==> src/rtl/csi2_pkt_hdr_tx.sv <==
// csi2_pkt_hdr_tx - CSI-2 transmit packet framer.
// Takes a packet descriptor (VC, DT, WC) and builds the 32-bit packet header.
// The header carries the 6-bit Hamming ECC computed over its 24 data bits.
// Long packets (DT >= 0x10) are then followed by ceil(WC/4) payload words.
// Payload words pass through unmodified.
// All outputs come from a single output register that holds while stalled.
// Optional feature macro: CSI2_TX_ERR_INJECT_EN
//   When defined, adds inj_en_i/inj_mask_i.
//   These XOR a mask into header bits [29:0] for error-injection testing.
module csi2_pkt_hdr_tx (
    input  logic        clk_i,
    input  logic        rst_i,
    input  logic        hdr_valid_i,
    output logic        hdr_ready_o,
    input  logic [1:0]  vc_i,
    input  logic [5:0]  dt_i,
    input  logic [15:0] wc_i,
`ifdef CSI2_TX_ERR_INJECT_EN
    input  logic        inj_en_i,
    input  logic [29:0] inj_mask_i,
`endif
    input  logic        pld_valid_i,
    input  logic [31:0] pld_data_i,
    output logic        pld_ready_o,
    output logic [31:0] data_o,
    output logic        valid_o,
    output logic        last_o,
    input  logic        ready_i
);

    typedef enum logic [1:0] {
        IDLE,
        HDR,
        PLD
    } state_t;

    state_t      state;
    logic [14:0] pld_cnt;
    logic [31:0] hdr_hold;

    logic        out_en;
    logic        hdr_acc;
    logic        pld_acc;
    logic [23:0] hdr_bits;
    logic [5:0]  hdr_ecc;
    logic [31:0] hdr_word;
    logic [14:0] new_cnt;

    // The output register may load when it is empty or its word leaves this cycle.
    assign out_en      = !valid_o || ready_i;
    assign hdr_ready_o = (state == IDLE) && !rst_i;
    assign pld_ready_o = (state == PLD) && (pld_cnt != 15'd0) && out_en && !rst_i;
    assign hdr_acc     = hdr_valid_i && hdr_ready_o;
    assign pld_acc     = pld_valid_i && pld_ready_o;

    // Build the header word, its ECC and the payload word count from the incoming descriptor.
    always_comb begin
        hdr_bits   = {wc_i, vc_i, dt_i};
        hdr_ecc[0] = hdr_bits[0] ^ hdr_bits[1] ^ hdr_bits[2] ^ hdr_bits[4] ^ hdr_bits[5] ^ hdr_bits[7]
                   ^ hdr_bits[10] ^ hdr_bits[11] ^ hdr_bits[13] ^ hdr_bits[16] ^ hdr_bits[20]
                   ^ hdr_bits[21] ^ hdr_bits[22] ^ hdr_bits[23];
        hdr_ecc[1] = hdr_bits[0] ^ hdr_bits[1] ^ hdr_bits[3] ^ hdr_bits[4] ^ hdr_bits[6] ^ hdr_bits[8]
                   ^ hdr_bits[10] ^ hdr_bits[12] ^ hdr_bits[14] ^ hdr_bits[17] ^ hdr_bits[20]
                   ^ hdr_bits[21] ^ hdr_bits[22] ^ hdr_bits[23];
        hdr_ecc[2] = hdr_bits[0] ^ hdr_bits[2] ^ hdr_bits[3] ^ hdr_bits[5] ^ hdr_bits[6] ^ hdr_bits[9]
                   ^ hdr_bits[11] ^ hdr_bits[12] ^ hdr_bits[15] ^ hdr_bits[18] ^ hdr_bits[20]
                   ^ hdr_bits[21] ^ hdr_bits[22];
        hdr_ecc[3] = hdr_bits[1] ^ hdr_bits[2] ^ hdr_bits[3] ^ hdr_bits[7] ^ hdr_bits[8] ^ hdr_bits[9]
                   ^ hdr_bits[13] ^ hdr_bits[14] ^ hdr_bits[15] ^ hdr_bits[19] ^ hdr_bits[20]
                   ^ hdr_bits[21] ^ hdr_bits[23];
        hdr_ecc[4] = hdr_bits[4] ^ hdr_bits[5] ^ hdr_bits[6] ^ hdr_bits[7] ^ hdr_bits[8] ^ hdr_bits[9]
                   ^ hdr_bits[16] ^ hdr_bits[17] ^ hdr_bits[18] ^ hdr_bits[19] ^ hdr_bits[20]
                   ^ hdr_bits[22] ^ hdr_bits[23];
        hdr_ecc[5] = hdr_bits[10] ^ hdr_bits[11] ^ hdr_bits[12] ^ hdr_bits[13] ^ hdr_bits[14]
                   ^ hdr_bits[15] ^ hdr_bits[16] ^ hdr_bits[17] ^ hdr_bits[18] ^ hdr_bits[19]
                   ^ hdr_bits[21] ^ hdr_bits[22] ^ hdr_bits[23];
        hdr_word   = {2'b00, hdr_ecc, hdr_bits};
`ifdef CSI2_TX_ERR_INJECT_EN
        if (inj_en_i) begin
            hdr_word[29:0] = hdr_word[29:0] ^ inj_mask_i;
        end
`endif
        // ceil(wc / 4) without a 17-bit add: quotient plus one if any bytes remain
        if (dt_i >= 6'h10) begin
            new_cnt = {1'b0, wc_i[15:2]} + {14'd0, (wc_i[1:0] != 2'b00)};
        end else begin
            new_cnt = 15'd0;
        end
    end

    // Framing FSM and output register.
    // The FSM returns to IDLE as soon as a packet's final word is loaded,
    // so the next header can follow it with no bubble.
    // HDR holds a header that was accepted while the output register was still stalled.
    always_ff @(posedge clk_i) begin
        if (rst_i) begin
            state    <= IDLE;
            pld_cnt  <= 15'd0;
            hdr_hold <= 32'd0;
            data_o   <= 32'd0;
            valid_o  <= 1'b0;
            last_o   <= 1'b0;
        end else begin
            if (valid_o && ready_i) begin
                valid_o <= 1'b0;
            end
            case (state)
                IDLE: begin
                    if (hdr_acc) begin
                        pld_cnt <= new_cnt;
                        if (out_en) begin
                            data_o  <= hdr_word;
                            valid_o <= 1'b1;
                            last_o  <= (new_cnt == 15'd0);
                            state   <= (new_cnt == 15'd0) ? IDLE : PLD;
                        end else begin
                            hdr_hold <= hdr_word;
                            state    <= HDR;
                        end
                    end
                end
                HDR: begin
                    if (out_en) begin
                        data_o  <= hdr_hold;
                        valid_o <= 1'b1;
                        last_o  <= (pld_cnt == 15'd0);
                        state   <= (pld_cnt == 15'd0) ? IDLE : PLD;
                    end
                end
                PLD: begin
                    if (pld_acc) begin
                        data_o  <= pld_data_i;
                        valid_o <= 1'b1;
                        last_o  <= (pld_cnt == 15'd1);
                        pld_cnt <= pld_cnt - 15'd1;
                        if (pld_cnt == 15'd1) begin
                            state <= IDLE;
                        end
                    end
                end
                default: state <= IDLE;
            endcase
        end
    end

endmodule
==> config.mk <==
export PLATFORM = sky130hd
export DESIGN_NAME = csi2_pkt_hdr_tx
export DESIGN_NICKNAME = d
export VERILOG_FILES = /design/src/rtl/csi2_pkt_hdr_tx.sv
export SDC_FILE = /design/constraint.sdc
export NUM_CORES = 1
export LEC_CHECK = 0
export CORE_UTILIZATION = 45
export DETAILED_ROUTE_END_ITERATION = 12
export GPL_TIMING_DRIVEN = 0
export PLACE_DENSITY = 0.69
export SLEW_MARGIN = 30
export SYNTH_ARGS = -nofsm -noshare
export SYNTH_HDL_FRONTEND = slang
export SYNTH_SLANG_ARGS = --single-unit
==> constraint.sdc <==
create_clock -name clk_i -period 4.2 [get_ports clk_i]
set_input_delay 0.42 -clock clk_i [delete_from_list [all_inputs] [get_ports clk_i]]
set_output_delay 0.42 -clock clk_i [all_outputs]
set_load 0.02 [all_outputs]
==> impl_results.md, run 1 <==
* Status: complete, no violations
* Commonest non-fill, non-tap cell in the layout: nand2_1
* DR WL/cell at 17.5 um
* Crit start category: register
* Height of the die at 107 um
* FP Rows at 38
* Antenna violation net count after detailed routing at 0
* Worst Setup Path Type: reg2out
* Skew final at 0.00681 ns
* Clk Latency, worst-skew pair at 0.38 ns
* Total track usage at 28.2%
* RSZ-0062 raised after global routing: no
* Area grow syn2layout at 25.4%
* CTS root buf: clkbuf_8
* NetSw at 1270 uW
* Via count at 5191
* Req. time, crit path at 3.78 ns
* Core area at 10800 um^2
* Clock buffer depth at 2
* Reg2reg path depth at 9
* #FFs+latches synth at 81
* Post-DP HPWL at 11.7 mm
* R2r startpoint: pld_cnt[0]$_SDFFE_PP0P_
* Synth async-reset ratio at 0%
* Avg Cell Area, Syn at 7.56 um^2
* Cell taking the most area after synthesis: dfxtp_1
* # resized after CTS at 0
* Syn Nets at 729
* Pin count of the biggest net entering global routing at 15
* Cell area after layout at 6240 um^2
* Combinational fraction of design power at 47.5%
* Initial Util at 46.1%
* Top FF cell, synth: dfxtp_1
* Design internal power at 1810 uW
* Worst path slowest cell: clkdlybuf4s50_1
* First-pass GRT wire length at 25.1 mm
* TritonRoute pass-1 iters at 5
* Diodes inserted at 0
* Critical path buffers and inverters at 4
* Register area share after synthesis at 32.6%
* CP Launch Point: state[0]$_SDFFE_PP0P_
* Max-cap viol count at 0
* R2r setup slk at 1.69 ns
* Utilization after layout at 57.8%
* Switching Share at 41.3%
* Reg-to-reg endpoint: data_o[23]$_SDFFE_PP0P_
* Area occupied by multi-input gates at 3040 um^2
* Post-Syn Instances at 658
* Placed Cells at 885
* Worst-Margin Slew at 0.777 ns
* TritonCTS clock tree: done
* Stages on the worst setup path at 6
* Vias in the first global route at 4915
* Min Tclk post-route at 3.28 ns
* Slowest Stage Delay on Critical Path at 0.60 ns
* Worst Setup EP: pld_ready_o
* Setup TNS Final at 0 ns
* Top cells by area, synth: dfxtp_1 33%, nand2_1 11%, xnor2_1 8.8%
* Nature of the critical path endpoint: primary output
* Yosys warns at 0
* Fin crit share at 78.2%
* Fill count at 1018
* Post-DP Area at 6020 um^2
* Register share of total power at 31.2%
* Final Slew Violations at 0
* Relative slew slack at 48.2%
* Depth of the CTS H-tree at 3
* Critical Path AT at 2.86 ns
* Vias per cell at 5.76
* Antenna violations before repair at 0
* EDFF count, synth at 0
* CTS Hold Bufs at 0
* Static leakage at 0.00206 uW
* Delay-heaviest family, CP: buffers and inverters
* WL final at 15.8 mm
* Port Buffers at 87
* GRT Residual Overflow at 0
* Final Hold Fails at 0
* Setup violators final at 0
* Nets at 827
* Crit-path cells: inv_1, ha_1, clkbuf_1, buf_1, and3_1, clkdlybuf4s50_1
* DIE WIDTH at 107 um
* Critical Path Fanout Max at 10
* Worst Min Path Start: wc_i[6]
* Top-area cell type share of the netlist area at 32.6%
* Initial drt markers at 360
* Power share of the clock group at 21.3%
* Clk sinks at 81
* Layout Cells excl Fill at 901
* Achievable Freq at 305 MHz
* Register area at 1620 um^2
* Pwr Total at 3080 uW
* Cell Area, Synth at 4980 um^2
* Postcts setup bufs at 0
* Worst-path clk slew at 0.09 ns
* Die area at 11500 um^2
* Peak VDD IR at 0.282 mV
* Hold WC Path Type: in2reg
* Distinct cells, synth at 57
* # IOs at 97
* # DRC at 0
* RD Place Congestion at 0.922
* Power Density at 494 nW/um^2
* Most frequent cells in the layout: 141 x nand2_1, 87 x clkdlybuf4s50_1, 81 x dfxtp_1
* Layout cells sized above 1 at 5.78%
* Cts bufs inserted at 9
-- power by group through the flow --
stage	Sequential [uW]	Clock, uW	Combinational, uW
final	963	655	1460
after global routing	979	698	1590
after CTS	962	660	1450
after detailed placement	979	0	1450
after global placement	975	0	1420
after floorplan	1070	0	867
-- worst min-delay path by stage --
stage	to	slack, ns	cells after the start
6_report	hdr_hold[14]$_SDFFE_PP0P_	0.37	3
5_1_grt	hdr_hold[20]$_SDFFE_PP0P_	0.39	3
4_1_cts	hdr_hold[14]$_SDFFE_PP0P_	0.36	3
3_5_place_dp	data_o[9]$_SDFFE_PP0P_	0.45	2
3_3_place_gp	data_o[31]$_SDFFE_PP0P_	0.44	2
2_1_floorplan	hdr_hold[2]$_SDFFE_PP0P_	0.44	2
-- worst register-to-register path, cell delays in order (launching register included) --
cell and delay [ns]:
dfxtp_1 0.36, inv_1 0.08, ha_1 0.21, nor3b_1 0.52, nand4_4 0.26, a31o_1 0.30, and3_1 0.20, buf_2 0.21
o211ai_1 0.14, a21oi_1 0.10
-- synth_stat cells (4+ instances only) --
cell type	count
dfxtp_1	81
ha_1	10
nor2_1	30
xor2_1	11
buf_2	13
nand3_1	10
clkbuf_1	33
buf_1	6
nand2_1	141
and4_1	4
nand4_1	5
nor2b_1	6
xnor2_1	50
inv_1	13
and3_1	4
a21oi_1	79
a211oi_1	4
o21ai_0	21
nor3_1	15
o211ai_1	28
a22oi_1	31
o22ai_1	5
-- registers in the layout, summed over array words and instances, names as in the netlist --
name      cells
data_o       32
valid_o       1
hdr_hold     30
state         2
last_o        1
pld_cnt      15
-- stage by stage --
stage / hold WS, ns / setup slack (ns)
final: 0.367 / 0.916
after global routing: 0.392 / 0.737
after CTS: 0.358 / 0.902
after detailed placement: 0.446 / 1.01
after global placement: 0.437 / 0.967
after floorplan: 0.436 / 1.91
-- cell families after synthesis --
family / synth area share, %
fa+ha+maj: 2.51
mux: 0.603
xor+xnor: 10.7
buf+inv: 6.36
flops: 32.6
simple gates: 22.6
compound gates: 24.6
-- cell type report --
cell class,count,area share [%]
clock inverter,6,1.44
buffer,58,4.29
inverter,13,0.782
timing repair buffer,87,14.0
tap,140,2.81
sequential,81,26.0
multi-input combinational,506,48.7
clock buffer,10,2.05
-- layer usage --
layer / vias to the layer above / GRT usage [%] / routed length (um)
li1: 2490 / - / -
met5: - / 0 / 0
met4: 0 / 10.3 / 332
met1: 2465 / 37.3 / 7180
met3: 34 / 4.80 / 1010
met2: 202 / 46.0 / 7270
No activity file was read; power rests on OpenSTA's default activity.
==> inputs of run 2 (changes only) <==
--- a/config.mk
+++ b/config.mk
@@ -8,7 +8,7 @@
 export CORE_UTILIZATION = 45
 export DETAILED_ROUTE_END_ITERATION = 12
 export GPL_TIMING_DRIVEN = 0
-export PLACE_DENSITY = 0.69
+export PLACE_DENSITY = 0.72
 export SLEW_MARGIN = 30
 export SYNTH_ARGS = -nofsm -noshare
 export SYNTH_HDL_FRONTEND = slang
==> constraint.sdc (replaced) <==
create_clock -name clk_i -period 3 [get_ports clk_i]
set_input_delay 0.3 -clock clk_i [delete_from_list [all_inputs] [get_ports clk_i]]
set_output_delay 0.3 -clock clk_i [all_outputs]
set_load 0.02 [all_outputs]
==> run 2 against run 1 <==
Effect of this change:
- the run now ends with design-rule violations left
- largest cell class unchanged
- clock power increased by 21%
- register-to-register slack got worse by 1.0 ns
- highest routed layer unchanged
- setup slack got worse by 0.82 ns
==> impl_results.md, run 2 (synthesis gave the netlist of run 1 again) <==
* CTS Hold Bufs at 0 (unchanged)
* Die area at 11500 um^2 (unchanged)
* Setup TNS Final at 0 ns (unchanged)
* TritonCTS clock tree: done
* Nature of the critical path endpoint: primary output
* Postcts setup bufs at 0 (unchanged)
* DR WL/cell at 17.3 um (-1.1%)
* Layout Cells excl Fill at 901 (unchanged)
* Power Density at 672 nW/um^2 (+36%)
* Skew final at 0.0120 ns (+0.00516 ns)
* R2r startpoint: state[1]$_SDFFE_PP0P_
* Min Tclk post-route at 2.91 ns
* Relative slew slack at 52.3% (+4.1 points)
* FP Rows at 38 (unchanged)
* Worst-path clk slew at 0.09 ns (about the same)
* Post-DP HPWL at 11.6 mm (-0.86%)
* Final Hold Fails at 0 (unchanged)
* # DRC at 2 (+2)
* Total track usage at 28.1% (-0.11 points)
* WL final at 15.6 mm (-1.1%)
* Critical Path Fanout Max at 10 (unchanged)
* CTS root buf: clkbuf_8
* Via count at 5241 (+0.96%)
* Max reg flops at 32 (unchanged)
* WHS Path Cells at 3 (unchanged)
* Worst-Margin Slew at 0.715 ns (-0.0617 ns)
* Crit start category: register
* Reg-to-reg endpoint: last_o$_SDFFE_PP0P_
* Clk sinks at 81 (unchanged)
* Commonest non-fill, non-tap cell in the layout: nand2_1
* Diodes inserted at 0 (unchanged)
* Worst Min Path Start: wc_i[12]
* Fill count at 994 (-2.4%)
* Static leakage at 0.00205 uW (-0.54%)
* Height of the die at 107 um (unchanged)
* Antenna violations before repair at 0 (unchanged)
* Clk Latency, worst-skew pair at 0.38 ns (about the same)
* Critical Path AT at 2.61 ns (-0.25 ns)
* Hold WC Path Type: in2reg
* Vias in the first global route at 5024 (+2.2%)
* Depth of the CTS H-tree at 3 (unchanged)
* Placed Cells at 885 (unchanged)
* Vias per cell at 5.82 (+0.96%)
* Hold Path Sink: hdr_hold[20]$_SDFFE_PP0P_
* # IOs at 97 (unchanged)
* TritonRoute pass-1 iters at 11 (+6)
* Reg with most FFs: data_o
* Achievable Freq at 344 MHz
* Initial Util at 46.1% (unchanged)
* RSZ-0062 raised after global routing: no
* Status: complete, but fails checks
* Antenna violation net count after detailed routing at 0 (unchanged)
* Final Slew Violations at 0 (unchanged)
* Initial drt markers at 313 (-13%)
* Peak VDD IR at 0.276 mV (-2.1%)
* DIE WIDTH at 107 um (unchanged)
* Setup violators final at 0 (unchanged)
* Reg2reg path depth at 9 (unchanged)
* Layout cells sized above 1 at 6.31% (+0.53 points)
* Failing checks: design-rule violations
* GRT Residual Overflow at 0 (unchanged)
* Clock buffer depth at 2 (unchanged)
* Worst Setup Path Type: reg2out
* RD Place Congestion at 0.907 (-1.6%)
* Fin crit share at 96.9%
* Cts bufs inserted at 9 (unchanged)
* Nets at 827 (unchanged)
* Core area at 10800 um^2 (unchanged)
* First-pass GRT wire length at 25.1 mm (about the same)
* Req. time, crit path at 2.70 ns (-1.08 ns)
* Area grow syn2layout at 25.0%
* Max-cap viol count at 0 (unchanged)
* Pin count of the biggest net entering global routing at 16 (+1)
* Port Buffers at 87 (unchanged)
* R2r setup slk at 0.64 ns (-1.05 ns)
* Most frequent cells in the layout: 141 x nand2_1, 87 x clkdlybuf4s50_1, 81 x dfxtp_1
* Top Registers: data_o: 32 flops, hdr_hold: 30 flops, pld_cnt: 15 flops
## run 2: cell types whose count changed in the layout (fill, tap and decap cells not counted), moves of 2 or more
cell	previous run	this run
clkinvlp_4	1	3
clkbuf_1	34	31
clkbuf_2	0	2
bufinv_16	2	0
## run 2: power by group
| group | leakage [uW] | total [uW] | internal (uW) | switching [uW] |
|---|---|---|---|---|
| clock network | 0.0000870 | 790 | 333 | 457 |
| logic | 0.00130 | 2040 | 828 | 1210 |
| registers | 0.000659 | 1350 | 1230 | 114 |
## run 2: worst max-delay path, stage by stage, from the launching register on
cell	delay (ns)
dfxtp_1	0.35
inv_1	0.09
ha_1	0.20
clkbuf_2	0.30
buf_1	0.44
and3_1	0.24
clkdlybuf4s50_1	0.60
## run 2: routing by layer
metal	track usage (%)	vias to the layer above	wire length (um)
met1	37.6	2462	6980
li1	-	2499	-
met2	44.6	248	7050
met3	4.44	32	1210
met5	0	-	0
met4	12.4	0	377
## run 2: area by class of cell
type | count | area [um^2] | area share, %
Buffer | 58 | 270 | 4.35
Clock buffer | 10 | 138 | 2.21
Clock inverter | 6 | 51.3 | 0.825
Inverter | 13 | 48.8 | 0.785
Multi-Input combinational cell | 506 | 3040 | 48.9
Sequential cell | 81 | 1620 | 26.1
Tap cell | 140 | 175 | 2.82
Timing Repair Buffer | 87 | 871 | 14.0
## run 2: repair_timing
action	4_1_cts	5_1_grt
cloned	0	0
endpoints found under the setup margin	1	2
gates resized for setup	1	3
## run 2: per-stage QoR
| stage | hold WS [ns] | power (uW) | worst slack (ns) | cell area (um^2) | utilization, % |
|---|---|---|---|---|---|
| 6_report | 0.254 | 4180 | 0.0923 | 6220 | 57.6 |
| 4_1_cts | 0.245 | 4170 | 0.0309 | 6210 | 57.6 |
| 5_1_grt | 0.251 | 4440 | 0.0313 | 6220 | 57.6 |
| 2_1_floorplan | 0.436 | 2710 | 0.831 | 4980 | - |
| 3_3_place_gp | 0.438 | 3350 | 0.0130 | 6020 | 55.8 |
| 3_5_place_dp | 0.447 | 3390 | 0.00644 | 6020 | 55.8 |
## run 2: worst max path at each step
stage,start,endpoint,slack (ns),depth (start not counted)
finish,state[0]$_SDFFE_PP0P_,pld_ready_o,0.09,6
global route,state[0]$_SDFFE_PP0P_,pld_ready_o,0.03,6
CTS,rst_i,hdr_ready_o,0.03,5
detailed placement,wc_i[0],state[1]$_SDFFE_PP0P_,0.006,10
global placement,wc_i[0],state[1]$_SDFFE_PP0P_,0.01,10
floorplan,wc_i[0],last_o$_SDFFE_PP0P_,0.83,8
==> inputs of run 3 (changes only) <==
--- a/config.mk
+++ b/config.mk
@@ -5,10 +5,12 @@
 export SDC_FILE = /design/constraint.sdc
 export NUM_CORES = 1
 export LEC_CHECK = 0
+export CORE_MARGIN = 2
 export CORE_UTILIZATION = 45
 export DETAILED_ROUTE_END_ITERATION = 12
+export DONT_BUFFER_PORTS = 1
 export GPL_TIMING_DRIVEN = 0
-export PLACE_DENSITY = 0.72
+export PLACE_DENSITY = 0.71
 export SLEW_MARGIN = 30
 export SYNTH_ARGS = -nofsm -noshare
 export SYNTH_HDL_FRONTEND = slang
==> run 3 against run 2 <==
Effect of this change:
- the run now ends clean
- wire length decreased by 1.1%
- sequential power increased by 11%
- non-clock buffer count decreased by 87
- clock skew about the same
- first-iteration DRC count increased by 40%
- core utilization decreased by 7.8 points
- critical path type unchanged
- critical endpoint unchanged
- largest cell class unchanged
==> impl_results.md, run 3 (synthesis gave the netlist of run 1 again) <==
* Via count at 4863 (-7.2%)
* Nature of the critical path endpoint: primary output
* Slowest Stage Delay on Critical Path at 0.52 ns (-0.08 ns)
* Die area at 11900 um^2 (+3.8%)
* Pin count of the biggest net entering global routing at 17 (+1)
* Setup TNS Final at 0 ns (unchanged)
* Worst Setup Path Type: reg2out
* Worst Setup EP: pld_ready_o
* Clk Latency, worst-skew pair at 0.37 ns (about the same)
* Crit start category: register
* DR WL/cell at 19.0 um (+9.5%)
* Top Registers: data_o: 32 flops, hdr_hold: 30 flops, pld_cnt: 15 flops
* Vias in the first global route at 4695 (-6.5%)
* Max-cap viol count at 0 (unchanged)
* First-pass GRT wire length at 24.4 mm (-2.6%)
* Worst-path clk slew at 0.09 ns (about the same)
* Diodes inserted at 0 (unchanged)
* Reg2reg path depth at 8 (-1)
* Utilization after layout at 49.9% (-7.8 points)
* Status: complete, no violations
* CTS root buf: clkbuf_8
* Peak VDD IR at 0.364 mV (+32%)
* TritonCTS clock tree: done
* Height of the die at 109 um (+1.9%)
* Nets at 740 (-11%)
* Critical Path AT at 2.36 ns (-0.25 ns)
* R2r startpoint: pld_cnt[0]$_SDFFE_PP0P_
* Final Slew Violations at 0 (unchanged)
* Skew final at 0.0118 ns (-0.000198 ns)
* Hold WC Path Type: in2reg
* Post-DP HPWL at 11.5 mm (-1.1%)
* Static leakage at 0.00174 uW (-15%)
* Area grow syn2layout at 8.15%
* Initial Util at 46.1% (unchanged)
* Cts bufs inserted at 9 (unchanged)
* Power Density at 750 nW/um^2 (+12%)
* # DRC at 0 (-2)
* Worst-Margin Slew at 0.776 ns (+0.0611 ns)
* Port Buffers at 0 (-100%)
* Achievable Freq at 376 MHz (+9.4%)
* Pwr Total at 4040 uW (-3.4%)
* Postcts setup bufs at 0 (unchanged)
* Reg with most FFs: data_o
* Final Hold Fails at 0 (unchanged)
* Fin crit share at 88.6% (-8.4 points)
* Total track usage at 26.3% (-1.8 points)
* Max reg flops at 32 (unchanged)
* Antenna violation net count after detailed routing at 0 (unchanged)
* Layout cells sized above 1 at 6.68% (+0.37 points)
* Depth of the CTS H-tree at 3 (unchanged)
* FP Rows at 38 (unchanged)
* Crit-path cells: inv_1, ha_1, clkbuf_1, buf_1, and3_1
* Relative slew slack at 48.3% (-4.1 points)
* Vias per cell at 5.97 (+2.7%)
* Critical Path Fanout Max at 10 (unchanged)
* R2r setup slk at 0.44 ns (-0.20 ns)
* Antenna violations before repair at 0 (unchanged)
* RSZ-0062 raised after global routing: no
* Commonest non-fill, non-tap cell in the layout: nand2_1
* DIE WIDTH at 109 um (+1.9%)
* Initial drt markers at 437 (+40%)
* # IOs at 97 (unchanged)
* Req. time, crit path at 2.70 ns (about the same)
* GRT Residual Overflow at 0 (unchanged)
* # resized after CTS at 0 (-1)
* CP Launch Point: state[0]$_SDFFE_PP0P_
* RD Place Congestion at 0.977 (+7.6%)
* Setup violators final at 0 (unchanged)
* Reg-to-reg endpoint: last_o$_SDFFE_PP0P_
* CTS Hold Bufs at 0 (unchanged)
* TritonRoute pass-1 iters at 8 (-3)
* Core area at 10800 um^2 (unchanged)
* Clk sinks at 81 (unchanged)
* Clock buffer depth at 2 (unchanged)
* Min Tclk post-route at 2.66 ns (-0.251 ns)
* Worst path slowest cell: clkbuf_1
* Most frequent cells in the layout: 141 x nand2_1, 81 x dfxtp_1, 79 x a21oi_1
* WL final at 15.4 mm (-1.1%)
-- run 3: cell count changes in the layout (fill, tap and decap cells not counted), moves of 2 or more --
cell	change
bufinv_16	+2
clkbuf_1	+2
clkbuf_2	-2
clkdlybuf4s50_1	-87
clkinvlp_4	-3
inv_6	+2
-- run 3: worst max-delay path, delay by kind of cell (launching register included) --
kind	cells	cell delay, ns
flip-flops	1	0.35
adder cells (fa/ha/maj)	1	0.22
AND/OR/NAND/NOR	1	0.36
buffers and inverters	3	1.06
-- run 3: power by group --
group	total [uW]	switching [uW]	internal (uW)
Sequential	1500	268	1240
Clock	948	463	485
Combinational	1590	1000	581
-- run 3: worst min-delay path by stage --
stage	start	endpoint	slack [ns]	cells past startpoint
floorplan	dt_i[0]	hdr_hold[0]$_SDFFE_PP0P_	0.44	2
global placement	vc_i[1]	hdr_hold[7]$_SDFFE_PP0P_	0.44	2
detailed placement	wc_i[2]	hdr_hold[10]$_SDFFE_PP0P_	0.45	2
CTS	vc_i[0]	hdr_hold[6]$_SDFFE_PP0P_	0.05	2
global route	wc_i[0]	hdr_hold[8]$_SDFFE_PP0P_	0.05	2
finish	vc_i[0]	hdr_hold[6]$_SDFFE_PP0P_	0.06	2
-- run 3: per-stage QoR --
step / hold WS (ns) / cells / area, um^2 / setup WS, ns
2_1_floorplan: 0.436 / 658 / 4980 / 0.831
3_3_place_gp: 0.440 / 798 / 5150 / 0.553
3_5_place_dp: 0.446 / 798 / 5150 / 0.512
4_1_cts: 0.0518 / 814 / 5380 / 0.359
5_1_grt: 0.0536 / 814 / 5380 / 0.216
6_report: 0.0562 / 814 / 5380 / 0.343
-- run 3: layout make-up --
class                   count  area, um^2
fillers                  1061        5410
plain buffers              58         268
well taps                 140         175
multi-input cells         506        3040
clock buffers               9         124
flip-flops and latches     81        1620
inverters                  13        48.8
clock inverters             7         106
-- run 3: per-layer routing --
layer	vias up	share of wire (%)	GRT usage, %
met4	0	2.1	9.71
met2	227	45	40.7
met5	-	0	0
met1	2290	43	34.7
met3	29	10	7.53
li1	2317	-	-
==> RTL change, RTL diff (settings of run 3) <==
Encoding of `state_t`: now one-hot (3 bits for 3 states).
--- a/src/rtl/csi2_pkt_hdr_tx.sv
+++ b/src/rtl/csi2_pkt_hdr_tx.sv
@@ -30,6 +30,6 @@
 
-    typedef enum logic [1:0] {
-        IDLE,
-        HDR,
-        PLD
+    typedef enum logic [2:0] {
+        IDLE = 3'b001,
+        HDR  = 3'b010,
+        PLD  = 3'b100
     } state_t;
Behaviour: same outputs for any inputs over 4 cycles, from zero or initial values and one cycle with rst_i high; so few cycles prove little.
==> RTL change against run 3 <==
- die area fell by 2.3%
- non-clock buffer count down 8
- sequential cell count rose by 1
- final cell count down 8.5%
- total power shrank 24%
- worst hold slack gained 0.012 ns
- worst setup slack lost 0.11 ns
- area after synthesis is 2.4% lower
- critical path depth shrank 1
- design area down 2.7%
- routed wire length decreased by 6.9%
- critical path type unchanged
- critical endpoint unchanged
- highest routed layer unchanged
==> RTL change: results (changes against run 3) <==
qor: run_status.outcome finished clean
qor: place.dp_slack 0.475 ns [-0.0365 ns]
qor: logic_synthesis.synth.yosys.seq_area_share 33.8% [+1.2 points]
qor: finish.proportion_of_layout_cells_with_a_drive_suffix_above_1 9.03% [+2.4 points]
qor: clock_network.cts_repair_resize_count 0 [unchanged]
qor: power.power.leakage 1.96 nW [+13%]
qor: global_route.gr-total-overflow 0 [unchanged]
qor: clock_network.cell_at_the_root_of_the_clock_tree sky130_fd_sc_hd__clkbuf_8
qor: logic_synthesis.synthXorXnorAreaFrac 11.1% [+0.37 points]
qor: global_route.grt_start_max_net_pins 15 [-2]
qor: worst_setup_path.worst_ep_arrival_time 2.47 ns [+0.11 ns]
qor: detailed_routing.drt-total-wl 14400 µm [-6.9%]
qor: clock_network.clock_path_buffers 2 [unchanged]
qor: finish.finish.net_count 671 [-9.3%]
qor: logic_synthesis.synthesis.yosys.warnings 0 [unchanged]
qor: logic_synthesis.synth_compound_area_share 23.4% [-1.2 points]
qor: finish.filler_cell_count 998 [-5.9%]
qor: worst_setup_path.critical_path.max_fanout 10 [unchanged]
qor: logic_synthesis.nets_in_the_synthesized_netlist 660 [-9.5%]
qor: detailed_routing.first_iter_violations 393 [-10%]
qor: global_route.via_count_of_the_first_global_routing_pass 4365 [-7.0%]
qor: global_route.gr-usage-all-layers 24.9% [-1.4 points]
qor: power.max-vdd-ir-drop 0.289 mV [-21%]
qor: place.hpwl 10800 µm [-6.1%]
qor: logic_synthesis.synth_area_in_adders 1.55% [-0.97 points]
qor: global_route.grt_pass1_wl 22800 µm [-6.6%]
qor: worst_setup_path.crit_slowest_cell sky130_fd_sc_hd__buf_1
qor: logic_synthesis.synth.top_cells.by_area sky130_fd_sc_hd__dfxtp_1 (34%), sky130_fd_sc_hd__xnor2_1 (9.0%), sky130_fd_sc_hd__a21oi_1 (5.2%)
qor: sta.tightest_slew 0.704 ns [-0.0721 ns]
qor: sta.clock_skew 0.00805 ns [-0.00372 ns]
qor: logic_synthesis.synth_mux_area_share 4.74% [+4.1 points]
qor: clock_network.cts_hold_repair.buffers 0 [unchanged]
qor: logic_synthesis.synth_cell_type_count 66 [+16%]
qor: logic_synthesis.synth.top_cells.by_count sky130_fd_sc_hd__dfxtp_1 (82), sky130_fd_sc_hd__nand2_1 (60), sky130_fd_sc_hd__nor2_1 (54), sky130_fd_sc_hd__a21oi_1 (50), sky130_fd_sc_hd__xnor2_1 (50)
qor: worst_setup_path.regToRegSetupSlack 0.58 ns [+0.14 ns]
qor: clock_network.clk-insertion-delay-late 0.36 ns
qor: detailed_routing.viasPerCell 6.03 [+1.0%]
qor: sta.setup_slack 0.231 ns [-0.112 ns]
qor: place.place_congestion 0.922 [-5.6%]
qor: detailed_routing.detailedRoute.firstPassIterationCount 5 [-3]
[RTL change: kinds of logic after synthesis]
logic type                 after synthesis
xor gates and xnor gates                60
adders and majority gates                6
and+or+nand+nor                        189
AOI/OAI and AO/OA                      175
buffers and inverters                   58
DFF                                     82
muxes                                   23
[RTL change: power breakdown]
part | internal, mW | switching, mW
clock network | 0.433 | 0.447
logic | 0.350 | 0.551
registers | 1.17 | 0.132
total | 1.96 | 1.13
[RTL change: path summary, 6_finish.rpt]
path,to,cells past startpoint,start
setup reg to reg,state[2]$_SDFFE_PP0P_,7,state[0]$_SDFFE_PP1P_
hold reg to reg,hdr_hold[5]$_SDFFE_PP0P_,2,hdr_hold[5]$_SDFFE_PP0P_
setup / recovery,pld_ready_o,4,state[0]$_SDFFE_PP1P_
hold / removal,data_o[30]$_SDFFE_PP0P_,2,pld_data_i[30]
[RTL change: metal layers]
metal / track usage [%] / up-vias / wire length, µm
met4: 6.23 / 0 / 119
li1: - / 2136 / -
met1: 34.1 / 2132 / 6280
met5: 0 / - / 0
met3: 6.05 / 13 / 1420
met2: 39.4 / 215 / 6560
[RTL change: layout make-up]
class / instances / share of cell area [%]
tap: 136 / 3.25
inverter: 8 / 0.573
clock inverter: 5 / 1.17
buffer: 50 / 4.87
clock buffer: 11 / 2.89
multi-input combinational: 453 / 55.9
sequential: 82 / 31.3
[RTL change: critical path: cells and delay by family (launching register included)]
family	cells	cell delay (ns)
simple gates	2	0.69
buf+inv	2	1.05
flops	1	0.36
[RTL change: stage by stage]
stage | area [µm²] | hold slack (ns) | std cells
2_1_floorplan | 4860 | 0.436 | 593
3_3_place_gp | 5030 | 0.441 | 729
3_5_place_dp | 5030 | 0.448 | 729
4_1_cts | 5240 | 0.0706 | 745
5_1_grt | 5240 | 0.0801 | 745
6_report | 5240 | 0.0679 | 745
